<file path="src/rtl/mem_port_arbiter_pkg.sv">
// Shared definitions for the memory port arbiter: FSM state encodings,
// requester select codes and default parameter values.
package mem_port_arbiter_pkg;

  typedef enum logic [1:0] {
    IDLE   = 2'b00,
    ACCESS = 2'b01,
    RESP   = 2'b10
  } state_t;

  localparam logic SEL_IF = 1'b0;
  localparam logic SEL_D  = 1'b1;

  localparam int MEM_LAT_DEFAULT = 2;
  localparam int DW_DEFAULT      = 16;

endpackage

</file>
<file path="src/rtl/mem_port_arbiter_if.sv">
// Bundle of requester handshakes and memory-side controls around the
// arbiter. The slave modport is the arbiter's view; master is the
// requester/memory side view.
interface mem_port_arbiter_if
  import mem_port_arbiter_pkg::*;
#(
  parameter int DW = DW_DEFAULT
) ();

  logic          if_req;
  logic          if_ack;
  logic [DW-1:0] if_rdata;
  logic          d_req;
  logic          d_we;
  logic          d_ack;
  logic [DW-1:0] d_rdata;
  logic          addr_sel;
  logic          mem_en;
  logic          mem_we;
  logic [DW-1:0] mem_rdata;
  logic          busy;

  modport slave (
    input  if_req, d_req, d_we, mem_rdata,
    output if_ack, if_rdata, d_ack, d_rdata, addr_sel, mem_en, mem_we, busy
  );

  modport master (
    output if_req, d_req, d_we, mem_rdata,
    input  if_ack, if_rdata, d_ack, d_rdata, addr_sel, mem_en, mem_we, busy
  );

endinterface

</file>
<file path="src/rtl/mem_port_arbiter.sv">
// Arbitrates the single memory port between instruction fetch and
// load/store. Each grant runs a fixed MEM_LAT-cycle access followed by a
// one-cycle ack to the winner. Every output comes from registered state.
module mem_port_arbiter
  import mem_port_arbiter_pkg::*;
#(
  parameter int MEM_LAT = MEM_LAT_DEFAULT,
  parameter int DW      = DW_DEFAULT
) (
  input logic             clk,
  input logic             reset,
  mem_port_arbiter_if.slave bus
);

  // The counter starts at 0 on entry to ACCESS, so this value marks the
  // final access cycle.
  localparam logic [2:0] LAST_CNT = 3'(MEM_LAT - 1);

  state_t        state;
  state_t        state_next;
  logic [2:0]    cnt;
  logic          gnt;
  logic          last_grant;
  logic          we_l;
  logic          addr_sel_q;
  logic [DW-1:0] if_rdata_q;
  logic [DW-1:0] d_rdata_q;
  logic          any_req;
  logic          grant_sel;

  // Round-robin winner selection and next-state decode.
  always_comb begin
    any_req    = bus.if_req | bus.d_req;
    grant_sel  = bus.d_req;
    state_next = state;
    if (bus.if_req && bus.d_req) begin
      grant_sel = ~last_grant;
    end
    case (state)
      IDLE:    if (any_req) state_next = ACCESS;
      ACCESS:  if (cnt == LAST_CNT) state_next = RESP;
      RESP:    state_next = IDLE;
      default: state_next = IDLE;
    endcase
  end

  // State register; reset aborts any access in flight.
  always_ff @(posedge clk) begin
    if (reset) begin
      state <= IDLE;
    end else begin
      state <= state_next;
    end
  end

  // Grant bookkeeping, latency counter and read-data capture.
  always_ff @(posedge clk) begin
    if (reset) begin
      cnt        <= 3'd0;
      gnt        <= SEL_IF;
      last_grant <= SEL_D;
      we_l       <= 1'b0;
      addr_sel_q <= 1'b0;
      if_rdata_q <= '0;
      d_rdata_q  <= '0;
    end else begin
      case (state)
        IDLE: begin
          if (any_req) begin
            gnt        <= grant_sel;
            last_grant <= grant_sel;
            addr_sel_q <= grant_sel;
            we_l       <= grant_sel & bus.d_we;
            cnt        <= 3'd0;
          end
        end
        ACCESS: begin
          cnt <= cnt + 3'd1;
          if (cnt == LAST_CNT && !we_l) begin
            if (gnt == SEL_D) begin
              d_rdata_q <= bus.mem_rdata;
            end else begin
              if_rdata_q <= bus.mem_rdata;
            end
          end
        end
        default: begin
        end
      endcase
    end
  end

  assign bus.mem_en   = (state == ACCESS);
  assign bus.mem_we   = (state == ACCESS) && we_l;
  assign bus.busy     = (state != IDLE);
  assign bus.if_ack   = (state == RESP) && (gnt == SEL_IF);
  assign bus.d_ack    = (state == RESP) && (gnt == SEL_D);
  assign bus.addr_sel = addr_sel_q;
  assign bus.if_rdata = if_rdata_q;
  assign bus.d_rdata  = d_rdata_q;

endmodule
</file>
<file path="src/flat_wrapper.sv">
// flat-port wrapper written by rule: the top's interface ports become plain ports
module mem_port_arbiter_flat import mem_port_arbiter_pkg::*;
#(
  parameter int MEM_LAT = MEM_LAT_DEFAULT,
  parameter int DW      = DW_DEFAULT
)
  (clk, reset, bus_if_req, bus_d_req, bus_d_we, bus_mem_rdata, bus_if_ack, bus_if_rdata, bus_d_ack, bus_d_rdata, bus_addr_sel, bus_mem_en, bus_mem_we, bus_busy);
  mem_port_arbiter_if #(.DW(DW)) bus_i ();
  input logic clk;
  input logic reset;
  input wire logic [$bits(bus_i.if_req)-1:0] bus_if_req;
  input wire logic [$bits(bus_i.d_req)-1:0] bus_d_req;
  input wire logic [$bits(bus_i.d_we)-1:0] bus_d_we;
  input wire logic [$bits(bus_i.mem_rdata)-1:0] bus_mem_rdata;
  output wire logic [$bits(bus_i.if_ack)-1:0] bus_if_ack;
  output wire logic [$bits(bus_i.if_rdata)-1:0] bus_if_rdata;
  output wire logic [$bits(bus_i.d_ack)-1:0] bus_d_ack;
  output wire logic [$bits(bus_i.d_rdata)-1:0] bus_d_rdata;
  output wire logic [$bits(bus_i.addr_sel)-1:0] bus_addr_sel;
  output wire logic [$bits(bus_i.mem_en)-1:0] bus_mem_en;
  output wire logic [$bits(bus_i.mem_we)-1:0] bus_mem_we;
  output wire logic [$bits(bus_i.busy)-1:0] bus_busy;
  assign bus_i.if_req = bus_if_req;
  assign bus_i.d_req = bus_d_req;
  assign bus_i.d_we = bus_d_we;
  assign bus_i.mem_rdata = bus_mem_rdata;
  assign bus_if_ack = bus_i.if_ack;
  assign bus_if_rdata = bus_i.if_rdata;
  assign bus_d_ack = bus_i.d_ack;
  assign bus_d_rdata = bus_i.d_rdata;
  assign bus_addr_sel = bus_i.addr_sel;
  assign bus_mem_en = bus_i.mem_en;
  assign bus_mem_we = bus_i.mem_we;
  assign bus_busy = bus_i.busy;
  mem_port_arbiter #(.MEM_LAT(MEM_LAT), .DW(DW)) u_core (.clk(clk), .reset(reset), .bus(bus_i));
endmodule
</file>
<file path="config.mk">
export PLATFORM = sky130hd
export DESIGN_NAME = mem_port_arbiter_flat
export DESIGN_NICKNAME = d
export VERILOG_FILES = /design/src/rtl/mem_port_arbiter_pkg.sv /design/src/rtl/mem_port_arbiter_if.sv /design/src/rtl/mem_port_arbiter.sv /design/src/flat_wrapper.sv
export SDC_FILE = /design/constraint.sdc
export NUM_CORES = 1
export LEC_CHECK = 0
export BUFFER_PORTS_ARGS = -buffer_cell sky130_fd_sc_hd__buf_2
export CORE_AREA = 2 2 66 68
export DETAILED_ROUTE_END_ITERATION = 16
export DIE_AREA = 0 0 68 70
export GPL_TIMING_DRIVEN = 0
export PLACE_DENSITY_LB_ADDON = 0.3
export SLEW_MARGIN = 15
export SYNTH_ARGS = -nofsm -noshare
export SYNTH_HDL_FRONTEND = slang
export SYNTH_SLANG_ARGS = --single-unit
</file>
<file path="constraint.sdc">
create_clock -name clk -period 2.2 [get_ports clk]
set_input_delay 0.11 -clock clk [delete_from_list [all_inputs] [get_ports clk]]
set_output_delay 0.11 -clock clk [all_outputs]
set_load 0.005 [all_outputs]
</file>
==> results of run 1 <==
[final timing paths]
kind | startpoint | to | slack [ps] | cells past startpoint
worst min register to register | u_core.bus.d_rdata[7]$_SDFFE_PP0P_ | u_core.bus.d_rdata[7]$_SDFFE_PP0P_ | 470 | 2
worst min-delay path | bus_mem_rdata[3] | u_core.bus.d_rdata[3]$_SDFFE_PP0P_ | 110 | 3
worst max-delay path | u_core.cnt[0]$_SDFFE_PP0P_ | u_core.bus.d_rdata[5]$_SDFFE_PP0P_ | 580 | 6
worst max register to register | u_core.cnt[0]$_SDFFE_PP0P_ | u_core.bus.d_rdata[5]$_SDFFE_PP0P_ | 580 | 6
[kinds of logic (layout without fill, tap and decap cells)]
group / count (synthesis) / count (layout) / share of synthesized area [%]
compound gates: 12 / 12 / 3.72
xor+xnor: 1 / 1 / 0.502
fa+ha+maj: 2 / 2 / 1.43
buf+inv: 14 / 79 / 4.66
flops: 40 / 40 / 45.8
mux: 32 / 32 / 18.3
simple gates: 71 / 71 / 25.5
[registers in the layout, summed over array words and instances, names as in the netlist]
register / flops
u_core.bus.d_rdata: 16
u_core.gnt: 1
u_core.we_l: 1
u_core.cnt: 3
u_core.bus.if_rdata: 16
u_core.last_grant: 1
u_core.state: 2
[power breakdown]
part	switching, mW	internal (mW)
combinational	0.0724	0.0734
clock	0.237	0.256
sequential	0.0162	0.744
total	0.326	1.07
[synth_stat cells (4+ instances only)]
cell      number  area [um^2]
nand2b_1      50          313
dfxtp_1       40          801
clkbuf_1       6         22.5
mux2i_1       32          320
o21ai_0        5         25.0
inv_1          4         15.0
nor2_1         4         15.0
a21oi_1        5         25.0
[through the flow]
stage / total power [mW] / instances / cell area (um^2)
after detailed placement: 0.924 / 281 / 2100
after floorplan: 0.865 / 172 / 1750
final: 1.40 / 289 / 2190
after global routing: 1.46 / 289 / 2190
after global placement: 0.921 / 281 / 2100
after CTS: 1.42 / 289 / 2190
[tightest hold or removal path, cell delays in order]
cell and delay [ps]:
buf_2 100, nand2b_1 70, mux2i_1 70
[routing by layer]
layer | vias to the layer above | routed length [um]
met5 | - | 0
met4 | 0 | 54
met3 | 8 | 239
met2 | 43 | 1640
met1 | 612 | 1740
li1 | 697 | -
[area by class of cell]
class	count	area, um^2	share of cell area, %
plain buffers	10	66.3	3.03
repair buffers	57	285	13.0
clock buffers	8	90.1	4.12
inverters	4	15.0	0.686
flip-flops and latches	40	801	36.6
well taps	52	65.1	2.97
multi-input cells	118	865	39.5
==> impl_metrics.ini, run 1 <==
[status]
outcome = completed

[sta]
whs_ps = 107
fin_ws_ps = 580
slew_viol_final = 0
worst_slew_pin_slew_ps = 446
clock_skew_ps = 4.14
rsz0062_at_grt = false
fin_crit_sh_pct = 73.7
relSlewSlack_pct = 70.3
timing.fmax_ghz = 0.617
final.min_clock_period_ps = 1620
setup_tns_ps = 0
hold_viol = 0
final-setup-viol-count = 0

[route]
wl_per_cell_um = 12.7
drt_first_pass_iters = 4
viasPerCell = 4.71
drc = 0
vias = 1360
drt_iter0_markers = 25
ant_nets = 0
wl_um = 3670

[clock_tree]
numCtsBuffers = 5
cts_tree = yes
cts_resized = 0
cts_max_path_buffers = 2
clock_latency_ps = 290
cts.clk_slew.worst_paths_ps = 70
cts_setup_buffers = 0
clock_sinks = 40
hold_buffers = 0
clockRootBuffer = clkbuf_8
cts-htree-levels = 2

[flow_run]
drv_cap = 0

[synthesis]
async_reset_ff_share_pct = 0
syn-cell-area_mm2 = 0.00175
synth_fp_nets = 195
synthFlopType = dfxtp_1
synth-edff-count = 0
synth.avg_cell_area_um2 = 10.2
ys_warn_count = 0
postSynthCellCount = 172
ys_seq_elements = 40
synth.yosys.seq_area_share_pct = 45.8
yosysUniqueCellTypes = 28

[layout]
final_core_util_pct = 52.8
num-fill-cells = 398
diodes = 0
most-common-layout-cells = 58 x buf_2, 50 x nand2b_1, 40 x dfxtp_1
layout-drive-gt1-share_pct = 28.7
area_delta_synth_final_pct = 25.2
final_common_cell = buf_2
fin_nets = 259

[grt]
overflow = 0
grt_pass1_wl_um = 6110
grt_pass1_vias = 1358
use_met2_pct = 25.9
busiest_layer = met2
met1_usage_pct = 22.5
grt.total_usage_pct = 16.9
grt_max_degree = 12
met3_usage_pct = 4.67
antenna_found_initial = 0

[placement]
io_buffers = 57
dp_worst_setup_slack_ps = 579
place.detailed.hpwl_um = 2710
gp_congestion = 0.697

[worst_setup_path]
critPathKind = flop to flop
cpMaxStageDelayCell = dfxtp_1
start_kind = flop
path_delay_family = buffers and inverters
worstPathArrival_ps = 1840
critical_path.max_fanout = 10
slowest_delay_ps = 380
path_buf_inv = 2
cp_cell_sequence = ha_1 -> and4bb_1 -> and2_1 -> buf_2 -> buf_4 -> mux2i_1
endpoint_kind = flop
crit_required_ps = 2420

[floorplan]
ios = 59
fp.coreArea_mm2 = 0.00414
die_h_um = 70
die_x_um = 68
die_area_mm2 = 0.00476
core.rowCount = 24
start_util_pct = 42.1

[power_and_ir_drop]
vdd_drop_max_v = 0.000369
powerDensity_mw_per_mm2 = 639
p_leak_nw = 1.06

[hold_path]
hold_path_class = input pin to flop
Power figures use the tool's default switching activity.
==> run 2, diff against run 1 <==
--- a/config.mk
+++ b/config.mk
@@ -6,9 +6,9 @@
 export NUM_CORES = 1
 export LEC_CHECK = 0
 export BUFFER_PORTS_ARGS = -buffer_cell sky130_fd_sc_hd__buf_2
-export CORE_AREA = 2 2 66 68
+export CORE_AREA = 2 2 67 69
 export DETAILED_ROUTE_END_ITERATION = 16
-export DIE_AREA = 0 0 68 70
+export DIE_AREA = 0 0 69 71
 export GPL_TIMING_DRIVEN = 0
 export PLACE_DENSITY_LB_ADDON = 0.3
 export SLEW_MARGIN = 15
==> constraint.sdc (replaced) <==
create_clock -name clk -period 1.4 [get_ports clk]
set_input_delay 0.07 -clock clk [delete_from_list [all_inputs] [get_ports clk]]
set_output_delay 0.07 -clock clk [all_outputs]
set_load 0.005 [all_outputs]
==> run 2 against run 1 <==
Compared with the run above: the run now ends with setup timing left; worst hold slack got worse by 47 ps; clock-buffer cell count unchanged; combinational power grew 84%; sequential power grew 58%; register-to-register slack worse by 640 ps; sequential share of layout area fell by 2.5 points; total power grew 61%; sequential cell count is the same; fmax grew 11%; clock power is 61% higher; design area grew 8.0%; critical path type unchanged; largest cell class unchanged; largest power group unchanged.
==> impl_metrics.ini, run 2 (same netlist as run 1, synthesis figures left out) <==
[placement]
io_buffers = 57
dp_worst_setup_slack_ps = -163
gp_congestion = 0.735
place.detailed.hpwl_um = 2650
dpl_cell_area_mm2 = 0.00211

[clock_tree]
clockRootBuffer = clkbuf_8
cts_tree = yes
numCtsBuffers = 5
cts.clk_slew.worst_paths_ps = 70
cts-htree-levels = 2
hold_buffers = 0
clock_latency_ps = 290
cts_max_path_buffers = 2
clock_sinks = 40

[route]
wl_um = 3930
drc = 0
viasPerCell = 4.70
drt_iter0_markers = 27
ant_nets = 0
drt_first_pass_iters = 3
vias = 1411
wl_per_cell_um = 13.1

[worst_setup_path]
setup.worst_path.start = u_core.cnt[1]$_SDFFE_PP0P_
reg2reg_to = u_core.bus.if_rdata[4]$_SDFFE_PP0P_
critical_path.max_fanout = 5
critical_path.endpoint = u_core.bus.if_rdata[4]$_SDFFE_PP0P_
r2r_slack_ps = -60
path_delay_family = simple AND/OR/NAND/NOR gates
reg2regPathDepth = 6
slowest_delay_ps = 430
crit_required_ps = 1580
endpoint_kind = flop
cpMaxStageDelayCell = or3_4
start_kind = flop
path_buf_inv = 2
rr_startpoint = u_core.cnt[1]$_SDFFE_PP0P_
critPathKind = flop to flop
crit_cells = 6
worstPathArrival_ps = 1640
cp_cell_sequence = inv_2 -> ha_4 -> nand4bb_1 -> or3_4 -> buf_16 -> mux2i_1

[floorplan]
die_h_um = 71
core.rowCount = 24
die_area_mm2 = 0.00490
ios = 59
fp.coreArea_mm2 = 0.00420
start_util_pct = 41.5
die_x_um = 69

[grt]
grt.total_usage_pct = 15.9
grt_pass1_vias = 1329
grt_pass1_wl_um = 6200
grt_max_degree = 12
antenna_found_initial = 0
overflow = 0

[layout]
layout-drive-gt1-share_pct = 35.5
most-common-layout-cells = 57 x buf_2, 50 x nand2b_1, 37 x dfxtp_1
diodes = 0
final_common_cell = buf_2
final_core_util_pct = 56.2
fin_nets = 270
area_delta_synth_final_pct = 35.2
fin_area_mm2 = 0.00236
num-fill-cells = 397

[sta]
slew_viol_final = 0
fin_crit_sh_pct = 104
final.min_clock_period_ps = 1460
rsz0062_at_grt = true
clock_skew_ps = 2.19
worst_slew_pin_slew_ps = 430
timing.fmax_ghz = 0.684
final-setup-viol-count = 14
whs_ps = 59.9
hold_viol = 0
relSlewSlack_pct = 71.4
fin_ws_ps = -61.3
setup_tns_ps = -641

[power_and_ir_drop]
p_leak_nw = 1.14
powerDensity_mw_per_mm2 = 956
vdd_drop_max_v = 0.000541

[status]
outcome = finished with violations
failed_checks = setup timing

[hold_path]
hold_path_class = input pin to flop

[flow_run]
drv_cap = 0
==> run 2: changes by cell type in the layout (fill, tap and decap cells not counted), moves of 2 or more <==
cell     change
inv_2        +2
buf_4        +9
buf_12       +2
dfxtp_1      -3
dfxtp_2      +2
inv_1        -2
==> run 2: final cells by class <==
cell class | count | area [um^2] | share of cell area, %
Multi-Input combinational cell | 118 | 890 | 37.7
Sequential cell | 40 | 807 | 34.2
Timing Repair Buffer | 70 | 433 | 18.3
Clock buffer | 8 | 90.1 | 3.81
Tap cell | 52 | 65.1 | 2.75
Buffer | 8 | 62.6 | 2.65
Inverter | 4 | 15.0 | 0.636
==> run 2: power breakdown <==
group / internal (mW) / switching, mW / total [mW]
clock: 0.402 / 0.392 / 0.794
sequential: 1.17 / 0.0258 / 1.20
combinational: 0.145 / 0.125 / 0.269
==> run 2: per-layer routing <==
metal	part of all wire [%]	vias to the layer above	GRT usage [%]
met1	48	639	21.2
met2	45	42	23.6
met4	1.8	0	7.84
met5	0	-	0
li1	-	723	-
met3	5.8	7	4.70
==> run 2: worst min-delay path by stage <==
stage / startpoint / endpoint / slack, ps / depth (start not counted)
6_report: bus_d_we / u_core.we_l$_SDFFE_PP0P_ / 60 / 3
5_1_grt: bus_d_we / u_core.we_l$_SDFFE_PP0P_ / 70 / 3
4_1_cts: bus_d_we / u_core.we_l$_SDFFE_PP0P_ / 50 / 3
3_5_place_dp: bus_mem_rdata[1] / u_core.bus.if_rdata[1]$_SDFFE_PP0P_ / 360 / 3
3_3_place_gp: bus_mem_rdata[6] / u_core.bus.if_rdata[6]$_SDFFE_PP0P_ / 360 / 3
2_1_floorplan: bus_d_req / u_core.we_l$_SDFFE_PP0P_ / 220 / 2
==> run 2: what timing repair did <==
action / 4_1_cts / 5_1_grt
buffers inserted: 5 / 6
pin swaps: 1 / 0
hold endpoints to repair: 0 / 0
endpoints found under the setup margin: 25 / 25
resized for setup: 10 / 2
cloned: 1 / 1
==> run 2: worst register-to-register path, cell delays in order (launching register included) <==
cell and delay (ps):
dfxtp_2 330, inv_2 60, ha_4 120, nand4bb_1 120
or3_4 430, buf_16 170, mux2i_1 120
==> run 2: metrics by stage <==
step                std cells  total power [mW]
finish                    300              2.26
global route              300              2.36
CTS                       295              2.27
detailed placement        281              1.45
global placement          281              1.45
floorplan                 172              1.36
==> run 3, diff against run 2 <==
--- a/config.mk
+++ b/config.mk
@@ -6,9 +6,10 @@
 export NUM_CORES = 1
 export LEC_CHECK = 0
 export BUFFER_PORTS_ARGS = -buffer_cell sky130_fd_sc_hd__buf_2
-export CORE_AREA = 2 2 67 69
+export CORE_AREA = 2 2 66 68
+export CTS_BUF_LIST = sky130_fd_sc_hd__clkbuf_2
 export DETAILED_ROUTE_END_ITERATION = 16
-export DIE_AREA = 0 0 69 71
+export DIE_AREA = 0 0 68 70
 export GPL_TIMING_DRIVEN = 0
 export PLACE_DENSITY_LB_ADDON = 0.3
 export SLEW_MARGIN = 15
==> run 3 against run 2 <==
Compared with the run above: the run still ends with setup timing left; worst hold slack got worse by 47 ps; worst setup slack got worse by 11 ps; final cell count increased by 6.3%; clock power decreased by 42%; critical path type unchanged.
==> impl_metrics.ini, run 3 (same netlist as run 1, synthesis figures left out) <==
[route]
wl_per_cell_um = 12.8
viasPerCell = 4.64
ant_nets = 0
vias = 1481
drt_first_pass_iters = 4
drt_iter0_markers = 54
drc = 0
wl_um = 4070

[grt]
grt_max_degree = 12
grt.total_usage_pct = 17.2
use_met2_pct = 28.0
met1_usage_pct = 21.7
met3_usage_pct = 4.03
grt_pass1_vias = 1417
overflow = 0
busiest_layer = met2
antenna_found_initial = 0
grt_pass1_wl_um = 6190

[clock_tree]
numCtsBuffers = 5
clock_sinks = 40
cts.clk_slew.worst_paths_ps = 170
cts_max_path_buffers = 2
cts-htree-levels = 2
clockRootBuffer = clkbuf_2
cts_tree = yes
clock_latency_ps = 390

[power_and_ir_drop]
power_mw = 2.00
vdd_drop_max_v = 0.000662
powerDensity_mw_per_mm2 = 798
p_leak_nw = 1.20

[layout]
fin_nets = 290
num-fill-cells = 373
most-common-layout-cells = 55 x buf_2, 50 x nand2b_1, 36 x dfxtp_1
diodes = 0
layout-drive-gt1-share_pct = 34.5
area_delta_synth_final_pct = 43.6
instances_no_fill = 319
final_common_cell = buf_2

[floorplan]
core.rowCount = 24
die_h_um = 70
die_x_um = 68
die_area_mm2 = 0.00476
fp.coreArea_mm2 = 0.00414
ios = 59
start_util_pct = 42.1

[worst_setup_path]
cpMaxStageDelayCell = or3_4
worstPathArrival_ps = 1760
cp_cell_sequence = inv_2 -> ha_4 -> nand4bb_1 -> or3_4 -> buf_12 -> mux2i_1
slowest_delay_ps = 420
start_kind = flop
crit_required_ps = 1690
critical_path.max_fanout = 10
endpoint_kind = flop
critPathKind = flop to flop

[sta]
final-setup-viol-count = 15
worst_slew_pin_slew_ps = 428
slew_viol_final = 0
final.min_clock_period_ps = 1470
rsz0062_at_grt = true
setup_tns_ps = -724
timing.fmax_ghz = 0.679
relSlewSlack_pct = 71.5
fin_ws_ps = -72.1
whs_ps = 12.6
hold_viol = 0
fin_crit_sh_pct = 105
clock_skew_ps = 23.8

[placement]
gp_congestion = 0.745
io_buffers = 57
place.detailed.hpwl_um = 2600
dp.cells = 281

[flow_run]
drv_cap = 0

[status]
failed_checks = setup timing
outcome = finished with violations

[hold_path]
hold_path_class = input pin to flop
## run 3: critical path, delay by kind of cell (launching register included)
family	cells	cell delay, ps
simple gates	2	560
flops	1	360
buf+inv	2	220
fa+ha+maj	1	130
mux	1	110
## run 3: per-stage QoR
step	worst slack (ps)	utilization, %	instance area [um^2]
after floorplan	-71.0	-	1760
after global placement	-170	51.0	2110
after detailed placement	-192	51.0	2110
after CTS	-84.7	58.8	2440
after global routing	-129	60.5	2510
final	-72.1	60.5	2510
## run 3: power breakdown
| group | switching [mW] | internal (mW) | total, mW |
|---|---|---|---|
| clock network | 0.355 | 0.103 | 0.458 |
| registers | 0.0262 | 1.17 | 1.20 |
| logic | 0.142 | 0.203 | 0.345 |
| total | 0.523 | 1.48 | 2.00 |
## run 3: layer usage
metal  up-vias  part of all wire (%)
li1        762                     -
met1       662                    47
met2        51                    46
met3         6                   5.5
met4         0                  0.93
met5         -                     0
## run 3: area by class of cell
class	count	area (um^2)	area share, %
Multi-Input combinational cell	118	895	35.7
Clock inverter	2	7.51	0.299
Clock buffer	5	25.0	0.998
Buffer	9	73.8	2.94
Inverter	4	15.0	0.599
Timing Repair Buffer	89	617	24.6
Tap cell	52	65.1	2.59
Sequential cell	40	811	32.3
## run 3: what timing repair did
| action | CTS | global route |
|---|---|---|
| gates cloned | 0 | 1 |
| endpoints found under the hold margin | 34 | 0 |
| endpoints found under the setup margin | 26 | 27 |
| setup buffers | 8 | 5 |
| resized for setup | 13 | 5 |
| pin swaps | 1 | 2 |
| hold buffers | 18 | 0 |
## run 3: path summary, 6_finish.rpt
path                                        from                                    to  slack [ps]  cells past startpoint
max                   u_core.cnt[1]$_SDFFE_PP0P_  u_core.bus.if_rdata[10]$_SDFFE_PP0P_         -70                      6
min reg2reg  u_core.bus.d_rdata[12]$_SDFFE_PP0P_   u_core.bus.d_rdata[12]$_SDFFE_PP0P_         480                      2
min                                   bus_if_req          u_core.state[0]$_SDFFE_PP0P_          10                      3
max reg2reg           u_core.cnt[1]$_SDFFE_PP0P_  u_core.bus.if_rdata[10]$_SDFFE_PP0P_         -70                      6
